File: src/rtl/fetch_unit.sv
// fetch_unit: instruction fetch stage with IF/ID register.
// Issues requests to instruction memory, absorbs hazard-unit stalls through a
// one-entry skid register, and squashes in-flight fetches on branch redirects.
module fetch_unit (
    input  logic        clk_i,
    input  logic        rst_i,
    input  logic        PC_stall_i,
    input  logic        IFID_stall_i,
    input  logic        Flush_i,
    input  logic [31:0] Branch_target_i,
    output logic        Imem_req_o,
    output logic [31:0] Imem_addr_o,
    input  logic        Imem_ack_i,
    input  logic [31:0] Imem_data_i,
    output logic [31:0] PC_o,
    output logic [31:0] IFID_PC_o,
    output logic [31:0] IFID_Instr_o,
    output logic        IFID_Valid_o
);

    localparam logic [1:0] ST_FETCH   = 2'd0;
    localparam logic [1:0] ST_HOLD    = 2'd1;
    localparam logic [1:0] ST_DISCARD = 2'd2;

    logic [1:0]  r_state;
    logic [31:0] r_pc;
    logic [31:0] r_ifid_pc;
    logic [31:0] r_ifid_instr;
    logic        r_ifid_valid;
    logic [31:0] r_skid;
    logic [31:0] r_lat_addr;

    logic        w_hold;
    logic [31:0] w_pc_plus4;

    assign w_hold     = PC_stall_i | IFID_stall_i;
    assign w_pc_plus4 = r_pc + 32'd4;

    // Memory request: silent during reset and while a stalled word sits in the skid.
    assign Imem_req_o  = rst_i & (r_state != ST_HOLD);
    assign Imem_addr_o = (r_state == ST_DISCARD) ? r_lat_addr : r_pc;

    assign PC_o         = r_pc;
    assign IFID_PC_o    = r_ifid_pc;
    assign IFID_Instr_o = r_ifid_instr;
    assign IFID_Valid_o = r_ifid_valid;

    // Fetch FSM, PC, IF/ID, skid and squashed-address registers; Flush_i beats hold everywhere.
    always_ff @(posedge clk_i) begin
        if (!rst_i) begin
            r_state      <= ST_FETCH;
            r_pc         <= '0;
            r_ifid_pc    <= '0;
            r_ifid_instr <= '0;
            r_ifid_valid <= 1'b0;
            r_skid       <= '0;
            r_lat_addr   <= '0;
        end else begin
            case (r_state)
                ST_FETCH: begin
                    if (Flush_i) begin
                        r_pc         <= Branch_target_i;
                        r_ifid_instr <= '0;
                        r_ifid_valid <= 1'b0;
                        if (!Imem_ack_i) begin
                            // Outstanding request must complete at its original address.
                            r_lat_addr <= r_pc;
                            r_state    <= ST_DISCARD;
                        end
                    end else if (Imem_ack_i) begin
                        if (!w_hold) begin
                            r_ifid_pc    <= w_pc_plus4;
                            r_ifid_instr <= Imem_data_i;
                            r_ifid_valid <= 1'b1;
                            r_pc         <= w_pc_plus4;
                        end else begin
                            r_skid  <= Imem_data_i;
                            r_state <= ST_HOLD;
                        end
                    end else if (!w_hold) begin
                        r_ifid_instr <= '0;
                        r_ifid_valid <= 1'b0;
                    end
                end

                ST_HOLD: begin
                    if (Flush_i) begin
                        r_skid       <= '0;
                        r_pc         <= Branch_target_i;
                        r_ifid_instr <= '0;
                        r_ifid_valid <= 1'b0;
                        r_state      <= ST_FETCH;
                    end else if (!w_hold) begin
                        r_ifid_pc    <= w_pc_plus4;
                        r_ifid_instr <= r_skid;
                        r_ifid_valid <= 1'b1;
                        r_pc         <= w_pc_plus4;
                        r_state      <= ST_FETCH;
                    end
                end

                ST_DISCARD: begin
                    if (Flush_i) begin
                        r_pc         <= Branch_target_i;
                        r_ifid_instr <= '0;
                        r_ifid_valid <= 1'b0;
                    end else if (!w_hold) begin
                        r_ifid_instr <= '0;
                        r_ifid_valid <= 1'b0;
                    end
                    if (Imem_ack_i) begin
                        r_state <= ST_FETCH;
                    end
                end

                default: begin
                    r_state <= ST_FETCH;
                end
            endcase
        end
    end

endmodule

File: config.mk
export PLATFORM = sky130hd
export DESIGN_NAME = fetch_unit
export DESIGN_NICKNAME = d
export VERILOG_FILES = /design/src/rtl/fetch_unit.sv
export SDC_FILE = /design/constraint.sdc
export NUM_CORES = 1
export LEC_CHECK = 0
export CORE_MARGIN = 4
export CORE_UTILIZATION = 50
export CTS_CLUSTER_SIZE = 30
export DETAILED_ROUTE_END_ITERATION = 10
export GPL_ROUTABILITY_DRIVEN = 0
export HOLD_SLACK_MARGIN = 0.12
export PLACE_DENSITY = 0.86
export RECOVER_POWER = 25
export SETUP_SLACK_MARGIN = 0.05
export SYNTH_ARGS = -nofsm -noshare
export SYNTH_HDL_FRONTEND = slang
export SYNTH_SLANG_ARGS = --single-unit
File: constraint.sdc
create_clock -name clk_i -period 2.85 [get_ports clk_i]
set_input_delay 0.285 -clock clk_i [delete_from_list [all_inputs] [get_ports clk_i]]
set_output_delay 0.285 -clock clk_i [all_outputs]
set_load 0.02 [all_outputs]
* Yosys cells after proc, flatten, opt, wreduce, memory -nomap -nowiden
Cells that the tools add are included.
** Cells by class
- Multiplexer cells :: 40
- Equal/unequal tests :: 15
- Bitwise gates (word level) :: 3
- Reductions and logical operators :: 9
- $add $sub $neg :: 1
** Operator list (count)
- two-way mux 32 bit :: 21
- one-hot mux 32 bit (3 select lines) :: 2
- one-hot mux 32 bit (2 select lines) :: 2
- adder 32 x 3 -> 32 bit, second input constant :: 1
- two-way mux 2 bit :: 7
- inequality test 2 bit, second input constant :: 7
- inequality test 3 bit, second input constant :: 4
- AND reduction 5 bit :: 2
- AND reduction 3 bit :: 3
- two-way mux 1 bit :: 6
- one-hot mux 2 bit (3 select lines) :: 1
- inequality test 4 bit, second input constant :: 1
- AND reduction 4 bit :: 1
- one-hot mux 1 bit (3 select lines) :: 1
- nonzero test 3 bit :: 1
- equality test 2 x 1 -> 1 bit, second input constant :: 1
- equality test 2 bit, second input constant :: 1
- zero test 2 bit :: 1
- inequality test 2 x 1 -> 1 bit, second input constant :: 1
- nonzero test 2 bit :: 1
- AND 1 bit :: 1
- inverter 1 bit :: 1
- OR 1 bit :: 1
** Word-level totals
- Logic and storage cells :: 75
- Input bits :: 70
- Output and inout bits :: 130
- Flip-flop bits (word level) :: 163

* Logic depth before layout (Yosys ltp)
- Depth in word-level cells :: 5
- Gate-level depth with buffers :: 10

* Worst setup path after synthesis
No wires, ideal clock.
- Kind :: reg-to-output
- Start point :: register r_state[1]
- End point :: output port Imem_addr_o[16]
- Arrival time :: 1.960 ns
- Setup slack :: 0.605 ns
- Stages on the path, launching flop included :: 6
- Cell sequence :: dfxtp_1 ha_1 clkbuf_1 buf_1 buf_1 mux2_2
** Between the ends
- Longest elaborated chain between the ends :: 2
** RTL lines
- from (decl) :: line 25 : logic [1:0] r_state;
- from (signal assigned) :: line 51 : r_state <= ST_FETCH;
- from (signal assigned) :: line 68 : r_state <= ST_DISCARD;
- from (signal assigned) :: line 78 : r_state <= ST_HOLD;
- equality test 2 bit :: line 41 : assign Imem_addr_o = (r_state == ST_DISCARD) ? r_lat_addr : r_pc;
- two-way mux 32 bit :: line 41
- to (decl) :: line 12 : output logic [31:0] Imem_addr_o,
Every way passes these cells.

* Worst setup path in the final report
- Start point :: register r_state[1]
- End point :: output port Imem_addr_o[14]
Same word-level chain as after synthesis.

==> results_dict.tcl <==
set metrics [dict create \
    drv_slew 0 \
    fillCellCount 1194 \
    outcome "completed" \
    drt_wl_total_microns 24100 \
    drv_cap 0 \
    post_dp_cell_area_sq_um 10100 \
    cts_resized 0 \
    ctsHoldBuffers 0 \
    synth_edf_count 0 \
    post-dp-hpwl_microns 16000 \
    cp.buffers_inverters 2 \
    tns_ns 0 \
    die_y_microns 134 \
    drive_gt1_share_pct 10.6 \
    fin_crit_ns 2.71 \
    synth_area_sq_um 7960 \
    hold_viol 0 \
    cts_setup_buffers 0 \
    final_antenna_net_count 0 \
    slew_headroom_pct 51.7 \
    critPathKind "flip-flop to output port" \
    clk_latency_ns 0.43 \
    syn_nets 1010 \
    htree_levels 4 \
    final_common_cell "dfxtp_1" \
    finalInstanceArea_sq_um 10800 \
    timing.final.crit_share_pct 95.2 \
    start_util_pct 51.8 \
    io-pin-count 200 \
    ys_seq_area_share_pct 41.0 \
    end_kind "output port" \
    ys_types 62 \
    cts_buffer_depth 2 \
    cts-root-buf "clkbuf_16" \
    wl_per_cell_microns 18.3 \
    cp_slowest_cell "clkdlybuf4s50_1" \
    cp.required_ns 2.57 \
    tightest_slew_ns 0.724 \
    grt_max_degree 60 \
    drt_pre_antenna_iters 5 \
    cts.sinks 163 \
    ys_ff_latch 163 \
    rsz0062_at_grt "false" \
    antenna_found_initial 0 \
    setup_viol 0 \
    dp_slack_ns 0.328 \
    min_path_type "primary input to flip-flop" \
    max_stage_delay_ns 0.55 \
    initialDrtViolationCount 779 \
    syn_to_final_growth_pct 35.3 \
    viasPerCell 5.95 \
    grt.total_usage_pct 26.2 \
    critPathLaunchType "flip-flop" \
    ir_worst_vdd_v 0.000575 \
    num_rows 45 \
    critPathMaxFanout 25 \
    yosysWarnings 0 \
    clock.fmax_mhz 369 \
    cts_made_buffers 17 \
    cts_tree "done" \
    clk_pin_slew_ns 0.06 \
    grt.overflow.total 0 \
    first_global_vias 7347 \
    portBuffers 199 \
    setup_ws_ns 0.137 \
    power_per_cell_area_nw_per_um2 589 \
    syn-instance-count 935 \
    yosys_most_used_dff "dfxtp_1" \
    async_flop_share_pct 0 \
    vias 7825 \
    drc 0 \
    nets 1167 \
    cp_top_family "buffers and inverters" \
    die_x_microns 134 \
    final_cell_mix "163 x dfxtp_1, 128 x nand2_1, 126 x clkdlybuf4s50_1, 74 x a21oi_1, 73 x dlygate4sd3_1" \
    arrival_ns 2.43 \
    die-area_sq_um 18000 \
    diodes 0 \
    worstPathCellList "ha_2 > buf_4 > mux2_2 > clkdlybuf4s50_1" \
    syn_area_per_cell_sq_um 8.51 \
    finalClockSkew_ns 0.00954 \
    grt_pass1_wl_microns 38400 \
    core-area_sq_um 15400 \
    power_leakage_nw 4.08 \
]
[through the flow]
step	hold WS, ns	total power [W]	cells	utilization, %
after detailed placement	0.443	0.00388	1284	65.9
final	0.445	0.00634	1315	70.0
after floorplan	0.410	0.00332	935	-
after CTS	0.435	0.00637	1315	70.0
after global placement	0.438	0.00386	1284	65.9
after global routing	0.468	0.00657	1315	70.0
[worst paths after layout]
check                                                 start  depth (start not counted)                          end  slack (ns)
worst max-delay path                r_state[1]$_SDFFE_PN0P_                          4              Imem_addr_o[14]        0.14
worst min register to register  r_lat_addr[30]$_SDFFE_PN0P_                          2  r_lat_addr[30]$_SDFFE_PN0P_        0.45
worst max register to register      r_state[1]$_SDFFE_PN0P_                          7        PC_o[20]$_SDFFE_PN0P_        0.30
worst min-delay path                     Branch_target_i[2]                          3         PC_o[2]$_SDFFE_PN0P_        0.44
[power by group]
| part | switching [W] | internal, W | total (W) | leakage, nW |
|---|---|---|---|---|
| sequential | 0.000133 | 0.00240 | 0.00253 | 1.33 |
| clock | 0.000946 | 0.00156 | 0.00250 | 0.304 |
| combinational | 0.000726 | 0.000574 | 0.00130 | 2.45 |
[flip-flops by register name (all words and copies together), names as in the netlist]
name,flops
r_lat_addr,32
r_state,2
PC_o,32
IFID_Valid_o,1
r_skid,32
IFID_Instr_o,32
IFID_PC_o,32
[routing by layer]
metal	track usage (%)	vias to the layer above	routed length [microns]
met5	0	-	0
met4	11.6	0	838
met3	5.55	58	1750
met2	41.3	358	11200
met1	34.7	3679	10200
li1	-	3730	-
[synth_stat cells, types with 5 or more instances]
master / n / area, sq um
o22ai_1: 7 / 43.8
o21ai_0: 46 / 230
nand4_1: 8 / 50.1
nand2_1: 128 / 480
and2_1: 11 / 68.8
xor2_1: 16 / 140
mux2_2: 28 / 315
a211oi_1: 10 / 75.1
a32oi_1: 7 / 61.3
a22oi_1: 56 / 420
inv_1: 7 / 26.3
a22o_1: 35 / 307
buf_4: 5 / 37.5
mux2i_1: 9 / 90.1
ha_1: 5 / 62.6
a21oi_1: 75 / 375
nor3_1: 5 / 25.0
o2bb2ai_1: 24 / 210
dfxtp_1: 163 / 3260
buf_1: 5 / 18.8
buf_2: 11 / 55.1
o31a_1: 5 / 43.8
nor2_1: 73 / 274
or2_2: 5 / 31.3
and3_1: 12 / 75.1
a31oi_1: 9 / 56.3
clkbuf_1: 71 / 267
xnor2_1: 11 / 96.3
nand2b_1: 5 / 31.3
nand3_1: 16 / 80.1
[worst reg2reg max path: cells and delay by family (launching register included)]
family	cells	cell delay, ns
flops	1	0.44
buf+inv	1	0.16
simple gates	3	0.76
compound gates	2	0.83
fa+ha+maj	1	0.28
[cell type report]
cell class	instances	area, sq um	share of cell area, %
Sequential cell	163	3260	30.3
Inverter	8	45.0	0.419
Multi-Input combinational cell	672	4300	40.0
Timing Repair Buffer	230	2250	20.9
Tap cell	211	264	2.45
Clock inverter	12	205	1.91
Clock buffer	19	433	4.02
[logic make-up (layout without fill, tap and decap cells)]
family	count (synthesis)	after routing	synth area share [%]
adders and majority gates	5	5	0.786
buffers and inverters	100	269	5.30
xor gates and xnor gates	27	27	2.97
muxes	37	37	5.09
DFF	163	163	41.0
and+or+nand+nor	289	289	17.5
AOI/OAI and AO/OA	314	314	27.4
Power figures use the tool's default switching activity.
